File: src/rtl/dvi_decoder.sv
// TMDS receive decoder for one DVI channel: bit-slip word alignment on control-token runs,
// symbol decode back to pixel byte / control bits, and lock reporting.
module dvi_decoder #(
  parameter int unsigned TOKEN_COUNT    = 8,
  parameter int unsigned SEARCH_TIMEOUT = 4096,
  parameter int unsigned LOCK_TIMEOUT   = 4096
) (
  input  logic       pix_clk,
  input  logic       rst_n,
  input  logic [9:0] raw,
  output logic [7:0] data,
  output logic       de,
  output logic [1:0] control,
  output logic       locked,
  output logic [3:0] offset,
  output logic       slip
);

  localparam int unsigned MaxTimeout =
      (SEARCH_TIMEOUT > LOCK_TIMEOUT) ? SEARCH_TIMEOUT : LOCK_TIMEOUT;
  localparam int unsigned CntW = $clog2(MaxTimeout) + 1;

  localparam logic [CntW-1:0] TokenCount = CntW'(TOKEN_COUNT);
  localparam logic [CntW-1:0] SearchLast = CntW'(SEARCH_TIMEOUT - 1);
  localparam logic [CntW-1:0] LockLast   = CntW'(LOCK_TIMEOUT - 1);
  localparam logic [CntW-1:0] CntMax     = {CntW{1'b1}};

  localparam logic [9:0] Tok00 = 10'b1101010100;
  localparam logic [9:0] Tok01 = 10'b0010101011;
  localparam logic [9:0] Tok10 = 10'b0101010100;
  localparam logic [9:0] Tok11 = 10'b1010101011;

  typedef enum logic [1:0] {
    StSearch,
    StSettle,
    StLocked
  } state_e;

  state_e state_q, state_d;

  logic [9:0]      prev_q;
  logic [9:0]      sym_q;
  logic [19:0]     window;
  logic [9:0]      aligned;

  logic [7:0]      dec_data_q, dec_data_d;
  logic            dec_de_q, dec_de_d;
  logic [1:0]      dec_ctrl_q, dec_ctrl_d;

  logic [CntW-1:0] run_q, run_d, run_next;
  logic [CntW-1:0] idle_q, idle_d, idle_next;
  logic            settle_q, settle_d;
  logic [3:0]      offset_q, offset_d;
  logic            locked_q, locked_d;
  logic            slip_q, slip_d;

  logic            is_tok;
  logic [1:0]      tok_ctrl;
  logic [7:0]      d_raw;
  logic [7:0]      dec_byte;
  logic            do_slip;
  logic            cnt_clear;

  // Earlier word occupies the low half, so bit 0 of the window is the earliest bit on the wire.
  assign window  = {raw, prev_q};
  assign aligned = window[offset_q +: 10];

  always_comb begin
    is_tok   = 1'b1;
    tok_ctrl = 2'b00;
    case (sym_q)
      Tok00:   tok_ctrl = 2'b00;
      Tok01:   tok_ctrl = 2'b01;
      Tok10:   tok_ctrl = 2'b10;
      Tok11:   tok_ctrl = 2'b11;
      default: is_tok = 1'b0;
    endcase
  end

  // Undo the optional inversion, then the XOR/XNOR transition chain.
  always_comb begin
    d_raw       = sym_q[9] ? ~sym_q[7:0] : sym_q[7:0];
    dec_byte    = '0;
    dec_byte[0] = d_raw[0];
    for (int i = 1; i < 8; i++) begin
      dec_byte[i] = sym_q[8] ? (d_raw[i] ^ d_raw[i-1]) : ~(d_raw[i] ^ d_raw[i-1]);
    end
  end

  always_comb begin
    dec_data_d = dec_data_q;
    dec_de_d   = dec_de_q;
    dec_ctrl_d = dec_ctrl_q;
    if (is_tok) begin
      dec_data_d = 8'h00;
      dec_de_d   = 1'b0;
      dec_ctrl_d = tok_ctrl;
    end else begin
      dec_data_d = dec_byte;
      dec_de_d   = 1'b1;
    end
  end

  // dec_ctrl_q holds the previous token whenever run_q is non-zero.
  always_comb begin
    run_next = '0;
    if (is_tok) begin
      if ((run_q != '0) && (tok_ctrl == dec_ctrl_q)) begin
        run_next = (run_q >= TokenCount) ? run_q : run_q + 1'b1;
      end else begin
        run_next = {{(CntW-1){1'b0}}, 1'b1};
      end
    end
    idle_next = '0;
    if (!is_tok) begin
      idle_next = (idle_q == CntMax) ? idle_q : idle_q + 1'b1;
    end
  end

  always_comb begin
    state_d   = state_q;
    offset_d  = offset_q;
    locked_d  = locked_q;
    slip_d    = 1'b0;
    settle_d  = settle_q;
    do_slip   = 1'b0;
    cnt_clear = 1'b0;

    case (state_q)
      StSearch: begin
        if (run_next == TokenCount) begin
          state_d  = StLocked;
          locked_d = 1'b1;
        end else if (!is_tok && (idle_q == SearchLast)) begin
          do_slip = 1'b1;
        end
      end
      StSettle: begin
        cnt_clear = 1'b1;
        settle_d  = ~settle_q;
        if (settle_q) begin
          state_d = StSearch;
        end
      end
      StLocked: begin
        if (!is_tok && (idle_q == LockLast)) begin
          locked_d = 1'b0;
          do_slip  = 1'b1;
        end
      end
      default: begin
        state_d  = StSearch;
        locked_d = 1'b0;
      end
    endcase

    if (do_slip) begin
      offset_d  = (offset_q == 4'd9) ? 4'd0 : offset_q + 4'd1;
      slip_d    = 1'b1;
      state_d   = StSettle;
      settle_d  = 1'b0;
      cnt_clear = 1'b1;
    end

    run_d  = cnt_clear ? '0 : run_next;
    idle_d = cnt_clear ? '0 : idle_next;
  end

  always_ff @(posedge pix_clk or negedge rst_n) begin
    if (!rst_n) begin
      prev_q     <= '0;
      sym_q      <= '0;
      dec_data_q <= '0;
      dec_de_q   <= 1'b0;
      dec_ctrl_q <= '0;
      run_q      <= '0;
      idle_q     <= '0;
      settle_q   <= 1'b0;
      state_q    <= StSearch;
      offset_q   <= '0;
      locked_q   <= 1'b0;
      slip_q     <= 1'b0;
    end else begin
      prev_q     <= raw;
      sym_q      <= aligned;
      dec_data_q <= dec_data_d;
      dec_de_q   <= dec_de_d;
      dec_ctrl_q <= dec_ctrl_d;
      run_q      <= run_d;
      idle_q     <= idle_d;
      settle_q   <= settle_d;
      state_q    <= state_d;
      offset_q   <= offset_d;
      locked_q   <= locked_d;
      slip_q     <= slip_d;
    end
  end

  // Decoding keeps running while unlocked; only the visible outputs are blanked.
  assign data    = locked_q ? dec_data_q : 8'h00;
  assign de      = locked_q ? dec_de_q : 1'b0;
  assign control = locked_q ? dec_ctrl_q : 2'b00;
  assign locked  = locked_q;
  assign offset  = offset_q;
  assign slip    = slip_q;

endmodule

File: config.mk
export PLATFORM = sky130hd
export DESIGN_NAME = dvi_decoder
export DESIGN_NICKNAME = d
export VERILOG_FILES = /design/src/rtl/dvi_decoder.sv
export SDC_FILE = /design/constraint.sdc
export NUM_CORES = 1
export LEC_CHECK = 0
export BUFFER_PORTS_ARGS = -buffer_cell sky130_fd_sc_hd__buf_2
export CORE_ASPECT_RATIO = 0.7
export CORE_MARGIN = 2
export CORE_UTILIZATION = 40
export DETAILED_ROUTE_END_ITERATION = 12
export GPL_TIMING_DRIVEN = 0
export PLACE_DENSITY = 0.59
export SETUP_SLACK_MARGIN = 0.3
export SLEW_MARGIN = 20
export SYNTH_ARGS = -nofsm -noshare
export SYNTH_HDL_FRONTEND = slang
export SYNTH_SLANG_ARGS = --single-unit
export TNS_END_PERCENT = 30
File: constraint.sdc
create_clock -name pix_clk -period 6.4 [get_ports pix_clk]
set_input_delay 1.28 -clock pix_clk [delete_from_list [all_inputs] [get_ports pix_clk]]
set_output_delay 1.28 -clock pix_clk [all_outputs]
set_load 0.02 [all_outputs]
; ---- Word level (Yosys, flattened, before mapping)
; Index checks and enable logic that the tools add are counted.
[op_classes]
mul = 0
n_bitwise = 17
n_addsub = 3
shift = 1
n_reduce_logical = 9
eq_ne = 17
muxes = 38
n_lt_le_gt_ge = 1
n_div = 0
[ops]
columns = cell, n
row1 = 13-bit two-way mux, 7
row2 = 13-bit by 1-bit adder with 13-bit output (second input constant), 2
row3 = 8-bit two-way mux, 3
row4 = 10-bit equality test (second input constant), 2
row5 = 20-bit by 5-bit variable part select with 10-bit output, 1
row6 = 1-bit two-way mux, 19
row7 = 13-bit by 12-bit equality test with 1-bit output (second input constant), 1
row8 = 13-bit equality test (second input constant), 1
row9 = 13-bit by 4-bit equality test with 1-bit output (second input constant), 1
row10 = 13-bit by 4-bit >= comparator with 1-bit output (second input constant), 1
row11 = 13-bit nonzero test, 1
row12 = 2-bit one-hot mux with 3 select lines, 2
row13 = 10-bit by 8-bit equality test with 1-bit output (second input constant), 1
row14 = 10-bit by 9-bit equality test with 1-bit output (second input constant), 1
row15 = 3-bit inequality test (second input constant), 3
row16 = 1-bit inverter, 9
row17 = 2-bit two-way mux, 4
row18 = 8-bit inverter, 1
row19 = 1-bit XOR, 7
row20 = 2-bit inequality test (second input constant), 3
row21 = 3-bit AND reduction, 2
row22 = 4-bit by 1-bit adder with 4-bit output (second input constant), 1
row23 = 4-bit equality test (second input constant), 1
row24 = 4-bit two-way mux, 1
row25 = other kinds (10), 11
[totals]
output_inout_bits = 17
word_cells = 98
rom_bits = 0
reg_bits = 66
latchBits = 0
ram_bits = 0
memories = 0
inputBits = 12

; ---- Longest topological paths before layout
; Gate-level depths: netlist (run 1).
[logic_depth]
ltp_word = 11
ltp_mapped = 9
mapped_depth_nobuf = 8

; ---- Worst setup path after synthesis (run 1)
; Ideal clock, no wire load.
[synth_path]
path_type = input-to-reg
start = in raw[6]
end = reg sym_q[2]
path_stages = 3
setup_time_ns = 0.125
required_ns = 6.275
path_slack_ns = 4.012
n_path_buf = 0
arrival_ns = 2.263
cell_sequence = mux2_2 -> mux4_2 -> mux2_2
[synth_via]
elab_chain_cells = 1
[synth_lines]
columns = item, line_no
row1 = from (decl), 10  ; input logic [9:0] raw,
row2 = 20-bit by 5-bit variable part select with 10-bit output, 66  ; assign aligned = window[offset_q +: 10];
row3 = named net aligned[2], 44  ; logic [9:0] aligned;
row4 = to (signal assigned), 185  ; sym_q <= aligned;
row5 = to (decl), 42  ; logic [9:0] sym_q;
; The timed path passes the listed nets, and every way through them passes these cells.
; A chain may end at the register's enable or synchronous reset.

; ---- Worst setup path after layout (run 1)
[layout_path]
start = reg locked_q (netlist: locked)
end = out data[5]
[layout_via]
elab_chain_cells = 1
[layout_lines]
columns = item, line_no
row1 = from (decl), 54  ; logic locked_q, locked_d;
row2 = from (signal assigned), 194  ; locked_q <= locked_d;
row3 = 8-bit two-way mux, 200  ; assign data = locked_q ? dec_data_q : 8'h00;
row4 = to (decl), 11  ; output logic [7:0] data,
; No other way between the ends.

==> results of run 1 <==
## synth_stat cells, drive strengths merged, types with 3 or more instances
cell type   n
dfrtp      66
buf         6
a31oi       3
nand4       4
mux4        9
ha         11
inv        19
nor2       25
o22ai       3
clkbuf      7
and2       20
nand2b      3
nand3      13
mux2i      11
a211oi      3
nor4        8
o21ai       9
a21oi      26
xnor2      17
nor2b       4
mux2        9
xor2        9
and3        5
nand2      17
## power by group through the flow
stage | clock [uW] | sequential [uW] | combinational (uW)
after floorplan | 0 | 489 | 95.8
after global routing | 553 | 499 | 148
after CTS | 534 | 491 | 129
after detailed placement | 0 | 498 | 128
after global placement | 0 | 497 | 123
final | 520 | 491 | 127
## logic make-up (layout without fill, tap and decap cells)
kind of cell	count (synthesis)	after routing	share of synthesized area [%]
compound gates	56	56	9.704
xor+xnor	26	26	6.330
fa+ha+maj	11	11	3.826
buf+inv	32	77	3.896
flops	66	66	45.91
mux	29	29	11.51
simple gates	113	113	18.82
## state kept, by name, summed over array words and instances, names as in the netlist, 2 cells and up
| name | flops |
|---|---|
| dec_ctrl_q | 2 |
| dec_data_q | 8 |
| idle_q | 13 |
| offset | 4 |
| prev_q | 10 |
| run_q | 13 |
| state_q | 2 |
| sym_q | 10 |
## final timing paths
kind,start,endpoint,slack (ns),depth (start not counted)
min,run_q[7],run_q[7],0.48,1
max reg2reg,run_q[10],locked,4.06,6
min in group asynchronous,rst_n,run_q[12],0.82,1
max in group asynchronous,rst_n,prev_q[4],5.07,2
min reg2reg,run_q[7],run_q[7],0.48,1
max,locked,data[5],3.79,3
## through the flow
step           setup WS [ns]  instances
5_1_grt                3.652        498
3_5_place_dp           3.812        482
6_report               3.786        498
3_3_place_gp           3.778        481
4_1_cts                3.729        498
2_1_floorplan          4.012        333
## cell type report
cell class | count | share of cell area (%)
buffer | 13 | 1.622
clock buffer | 13 | 6.606
clock inverter | 3 | 1.062
inverter | 19 | 1.681
multi-input combinational | 235 | 42.55
sequential | 66 | 38.93
tap | 120 | 3.539
timing repair buffer | 29 | 4.011
## layer usage
| layer | part of all wire, % | up-vias |
|---|---|---|
| met3 | 4.2 | 6 |
| li1 | - | 1256 |
| met4 | 1.0 | 0 |
| met5 | 0 | - |
| met1 | 54 | 1239 |
| met2 | 41 | 44 |
==> impl_metrics.ini, run 1 <==
[place]
port_buffers = 28
placed_area_um2 = 3918
gp_congestion = 0.8491
dpl.hpwl_mm = 5.351

[cells_and_area]
nets = 396
final_cell_area_um2 = 4243
syn2layout_area_growth_pct = 17.95
diodes = 0
fillers = 797
multi_input_area_um2 = 1805
final_common_cell = dfrtp_1
ff_latch_area_um2 = 1652
final_cell_mix = dfrtp_1 (66), buf_2 (31), nor2_1 (25), a21oi_1 (25), and2_1 (20)
drive_gt1_share_pct = 22.49
post-route-util_pct = 49.43

[critical_path]
cp-start-kind = flip-flop
worstPathArrival_ns = 1.33
path_buf_inv = 2
max_stage_delay_ns = 0.39
path_class = flip-flop to primary output
crit_fanout = 10
critPathTopFamily = buffers and inverters
cp.required_ns = 5.12
slowest_stage = dfrtp_1
worstPathCellList = clkbuf_1 > and2_1 > buf_2
end_kind = primary output

[cts]
cts_made_buffers = 9
clock_path_buffers = 2
clock_sinks = 66
clock_latency_ns = 0.33
post_cts_buffers = 0
cts.hold.buffers_added = 0
h-tree-depth = 3
post_cts_resized = 0
cts_tree = yes
cts_root_buffer = clkbuf_16
clk_pin_slew_worst_paths_ns = 0.05

[power]
power_uw = 1139
p_int_uw = 863.1
clock_power_share_pct = 45.7
p_leak_uw = 0.001894
power.density_nw_per_um2 = 268.5
p_seq_share_pct = 43.1
peakVddDrop_uv = 181.2
combPwrFrac_pct = 11.2
sw_frac_of_total_pct = 24.23
p_switching_uw = 276.0

[sta]
hold_slack_ns = 0.4843
period_minus_slack_ns = 2.614
finalCritPeriodShare_pct = 40.84
worst_pin_slew_ns = 0.6757
skew_ns = 0.009356
hold_violations = 0
max_freq_mhz = 382.6
max-slew-margin-rel_pct = 54.54
drv_slew = 0
grt_setup_unrepaired = no
setup_violations = 0
fin_setup_tns_ns = 0

[yosys]
synth_top_area_cell = dfrtp_1
synth-seq-cells = 66
syn_nets = 356
ys_seq_area_share_pct = 45.91
synth_area_leaders = dfrtp_1 (46%), mux4_2 (5.6%), xnor2_1 (4.1%)
synth_cell_types = 55
synthCells = 333
synth-edff-count = 0
yosysWarnings = 0
syn_area_um2 = 3597
synthArstFlopShare_pct = 100.0
ys.flop_type = dfrtp_1
syn_area_per_cell_um2 = 10.80
netlist.area_leader.share_pct = 45.91

[grt]
use_met3_pct = 5.357
track_usage_pct = 16.20
antenna_found_initial = 0
grt_pass1_vias = 2520
grt_pass1_wl_mm = 12.63
grt_use_met1_pct = 24.19
grt_max_degree = 49
overflow = 0
top_usage_layer = met1
met2_usage_pct = 21.69

[route]
dr.pass1.iters = 4
vias = 2545
drt_iter0_markers = 160
routed_wirelength_mm = 7.305
via_per_inst = 5.110
drc = 0
detail-route-antenna-nets = 0
avgRoutedWirePerCell_um = 14.67

[floorplanning]
row_count = 28
fp.coreArea_um2 = 8583
initial_core_util_pct = 41.91
die_w_um = 117.3
fp.dieArea_um2 = 9780
die_y_um = 83.34
io_pins = 29

[status]
status = finished, final reports clean

[min_path]
hold_class = flip-flop to flip-flop

[run]
maxCapViolCount = 0
Power figures use the tool's default switching activity.
==> inputs of run 2 (changes only) <==
Clock period 6.4 ns to 2.48 ns, I/O delays scaled along.
==> run 2 against run 1 <==
  * Register-to-register slack lost 3.8 ns
  * Setup slack lost 3.5 ns
  * First-iteration DRC count shrank 10%
  * Sequential share of layout area shrank 1.7 points
  * Sequential power grew to 2.6 times the previous value
  * Final area grew 4.7%
  * Combinational power grew to 2.8 times the previous value
  * Critical path type is now flip-flop to flip-flop
  * Largest cell class unchanged
  * Largest power group unchanged
  * Highest routed layer unchanged
==> impl_metrics.ini, run 2 (synthesis results as in run 1) <==
[place]
port_buffers = 28
placed_cells = 482
dpl_worst_slack_ns = 0.1648
gp_congestion = 0.8491
dpl.hpwl_mm = 5.351

[grt]
track_usage_pct = 16.30
overflow = 0
antenna_found_initial = 0
grt_pass1_vias = 2524
grt_pass1_wl_mm = 12.70
grt_max_degree = 49

[status]
status = finished, final reports clean

[cells_and_area]
final_cell_mix = dfrtp_1 (64), buf_2 (30), nor2_1 (25), a21oi_1 (23), and2_1 (20)
final_common_cell = dfrtp_1
top_regs = idle_q: 13 flops, run_q: 13 flops
nets = 410
syn2layout_area_growth_pct = 23.51
final_cells = 512
diodes = 0
drive_gt1_share_pct = 28.06

[power]
power.density_nw_per_um2 = 670.4
peakVddDrop_uv = 466.8
p_leak_uw = 0.001981

[cts]
clock_sinks = 66
clk_pin_slew_worst_paths_ns = 0.06
clock_path_buffers = 2
cts_tree = yes
cts.hold.buffers_added = 0
h-tree-depth = 3
clock_latency_ns = 0.33
cts_root_buffer = clkbuf_16
cts_made_buffers = 9

[floorplanning]
die_w_um = 117.3
fp.dieArea_um2 = 9780
io_pins = 29
initial_core_util_pct = 41.91
row_count = 28
die_y_um = 83.34
fp.coreArea_um2 = 8583

[sta]
skew_ns = 0.008177
fin_setup_tns_ns = 0
worst_pin_slew_ns = 0.6108
max_freq_mhz = 457.6
setup_violations = 0
max-slew-margin-rel_pct = 59.28
drv_slew = 0
grt_setup_unrepaired = yes
hold_violations = 0
period_minus_slack_ns = 2.185
layout_setup_ws_ns = 0.2948
finalCritPeriodShare_pct = 88.11

[critical_path]
end_kind = flip-flop
worstPathCellList = inv_1 > ha_1 > and4b_2 > and3_1 > o22a_1 > nand3_2 > or4_1 > o211ai_1
max_stage_delay_ns = 0.51
worstPathArrival_ns = 2.43
path_buf_inv = 1
critPathTopFamily = simple AND/OR/NAND/NOR gates
cp-start-kind = flip-flop
crit_fanout = 4
slowest_stage = or4_1
path_class = flip-flop to flip-flop
cp.required_ns = 2.72

[route]
vias = 2626
avgRoutedWirePerCell_um = 14.95
via_per_inst = 5.129
drt_iter0_markers = 144
routed_wirelength_mm = 7.655
dr.pass1.iters = 4
drc = 0
detail-route-antenna-nets = 0

[run]
maxCapViolCount = 0

[min_path]
hold_class = input port to asynchronous set/reset pin
## run 2: per-layer routing
metal / global-route usage (%) / vias to the layer above / share of wire, %
met4: 5.586 / 0 / 1.1
met2: 21.85 / 66 / 42
met5: 0 / - / 0
met1: 24.36 / 1269 / 52
li1: - / 1284 / -
met3: 5.357 / 7 / 5.1
## run 2: path summary, 6_finish.rpt
check	startpoint	endpoint	slack, ns	depth (start not counted)
hold reg to reg	run_q[12]	run_q[12]	0.49	1
min in group pix_clk	raw[3]	prev_q[3]	0.30	1
setup reg to reg	sym_q[6]	locked	0.29	8
hold / removal	rst_n	run_q[12]	0.04	1
max in group asynchronous	rst_n	idle_q[1]	1.91	2
setup / recovery	sym_q[6]	locked	0.29	8
## run 2: power breakdown
group          internal, uW  switching, uW  total [uW]
Sequential             1180           97.5        1270
Clock                   887            456        1340
Combinational           188            173         361
## run 2: area by class of cell
type / instances / area, um^2
plain buffers: 13 / 73.82
repair buffers: 43 / 276.5
fillers: 777 / 4140
well taps: 120 / 150.1
clock buffers: 13 / 280.3
clock inverters: 3 / 45.04
inverters: 19 / 71.32
multi-input cells: 235 / 1892
flip-flops and latches: 66 / 1654
## run 2: what timing repair did
action / in CTS / in global routing
pin swaps: 2 / 8
gates resized for setup: 4 / 16
endpoints found under the setup margin: 23 / 27
cloned: 0 / 1
buffers inserted: 1 / 12
## run 2: metrics by stage
step	util [%]	power [uW]	area [um^2]	hold slack [ns]
detailed placement	45.64	1615	3918	0.3929
global route	51.76	3136	4443	0.04425
global placement	45.29	1599	3887	0.4572
CTS	49.75	2978	4270	0.03242
finish	51.76	2979	4443	0.03556
floorplan	-	1509	3597	0.2004
==> inputs of run 3 (changes only) <==
Settings changed: CTS_BUF_LIST from default to sky130_fd_sc_hd__clkbuf_2 sky130_fd_sc_hd__clkbuf_4 sky130_fd_sc_hd__clkbuf_8.
==> run 3 against run 2 <==
  * Global-route usage down 0.19 points
  * Final area down 2.4%
  * Die area unchanged
  * Clock skew up 0.0062 ns
  * Fmax down 0.28%
  * Combinational power about the same
  * Non-clock buffer count down 1
  * Register-to-register slack about the same
  * Cell count down 0.20%
  * Clock power down 26%
  * Critical endpoint unchanged
  * Largest power group is now sequential cells
  * Highest routed layer unchanged
==> impl_metrics.ini, run 3 (synthesis results as in run 1) <==
[floorplanning]
fp.coreArea_um2 = 8583
row_count = 28
io_pins = 29
initial_core_util_pct = 41.91
die_y_um = 83.34
die_w_um = 117.3
fp.dieArea_um2 = 9780

[grt]
grt_max_degree = 49
grt_pass1_wl_mm = 12.59
grt_pass1_vias = 2519
overflow = 0
track_usage_pct = 16.11
antenna_found_initial = 0

[cells_and_area]
syn2layout_area_growth_pct = 20.49
drive_gt1_share_pct = 27.88
nets = 409
top_regs = idle_q: 13 flops, run_q: 13 flops
final_cell_mix = dfrtp_1 (64), buf_2 (30), nor2_1 (25), a21oi_1 (23), and2_1 (20)
final_common_cell = dfrtp_1
diodes = 0

[cts]
cts_root_buffer = clkbuf_8
cts_tree = yes
clock_sinks = 66
clk_pin_slew_worst_paths_ns = 0.08
clock_path_buffers = 2
cts_made_buffers = 9
h-tree-depth = 3
cts.hold.buffers_added = 0
clock_latency_ns = 0.35

[sta]
max-slew-margin-rel_pct = 59.29
fin_setup_tns_ns = 0
period_minus_slack_ns = 2.191
hold_violations = 0
max_freq_mhz = 456.3
finalCritPeriodShare_pct = 88.36
hold_slack_ns = 0.01132
skew_ns = 0.01438
grt_setup_unrepaired = yes
drv_slew = 0
setup_violations = 0
worst_pin_slew_ns = 0.6107

[route]
avgRoutedWirePerCell_um = 14.87
drc = 0
drt_iter0_markers = 139
via_per_inst = 5.090
routed_wirelength_mm = 7.600
detail-route-antenna-nets = 0
dr.pass1.iters = 4
vias = 2601

[critical_path]
r2r_slack_ns = 0.29
worstPathArrival_ns = 2.45
crit_fanout = 4
r2r_start = sym_q[6]
cp.required_ns = 2.73
r2r-end = locked
path_class = flip-flop to flip-flop
end_kind = flip-flop
ff2ff_path_depth = 8
cp-start-kind = flip-flop

[place]
gp_congestion = 0.8491
dpl.hpwl_mm = 5.351
port_buffers = 28

[min_path]
hold_class = input port to asynchronous set/reset pin

[power]
peakVddDrop_uv = 448.2
p_leak_uw = 0.001930
power.density_nw_per_um2 = 605.0

[run]
maxCapViolCount = 0

[status]
status = finished, final reports clean
run 3: worst max-delay path by stage:
stage                          from   endpoint  slack, ns  cells after the start
after floorplan           run_q[10]     locked       0.41                      6
after global placement    idle_q[0]  offset[3]       0.19                      7
after detailed placement  run_q[10]     locked       0.16                      6
after CTS                  sym_q[6]     locked       0.22                      8
after global routing       sym_q[2]     locked       0.22                      8
final                      sym_q[6]     locked       0.29                      8
run 3: per-stage QoR:
stage	setup WS [ns]	std cells	total power (uW)	area [um^2]	util [%]
6_report	0.2886	511	2622	4334	50.50
5_1_grt	0.2201	511	2771	4334	50.50
4_1_cts	0.2235	499	2615	4169	48.57
3_5_place_dp	0.1648	482	1615	3918	45.64
3_3_place_gp	0.1907	481	1599	3887	45.29
2_1_floorplan	0.4091	333	1509	3597	-
run 3: what timing repair did:
| item | 4_1_cts | 5_1_grt |
|---|---|---|
| cloned | 0 | 1 |
| setup endpoints to repair | 23 | 30 |
| buffers inserted | 1 | 11 |
| endpoints found under the hold margin | 0 | 0 |
| resized for setup | 4 | 16 |
| pin swaps | 2 | 7 |
run 3: per-layer routing:
layer  track usage, %  part of all wire [%]
met4            4.819                  0.75
met2            21.53                    42
met3            5.563                   5.7
met5                0                     0
met1            24.23                    51
run 3: critical path: stages, from the launching register on:
cell	delay, ns
dfrtp_1	0.41
inv_1	0.07
ha_1	0.16
and4b_2	0.33
and3_1	0.21
o22a_1	0.19
nand3_2	0.10
or4_1	0.51
o211ai_1	0.11
run 3: cell type report:
cell class	count	area, um^2
buffer	13	73.82
inverter	19	71.32
fill	795	4249
sequential	66	1654
timing repair buffer	42	269.0
tap	120	150.1
clock inverter	3	45.04
multi-input combinational	235	1892
clock buffer	13	178.9
run 3: report_power, final:
part	switching (uW)	internal [uW]
Clock	415	574
Sequential	97.3	1180
Combinational	172	188
Total	685	1940
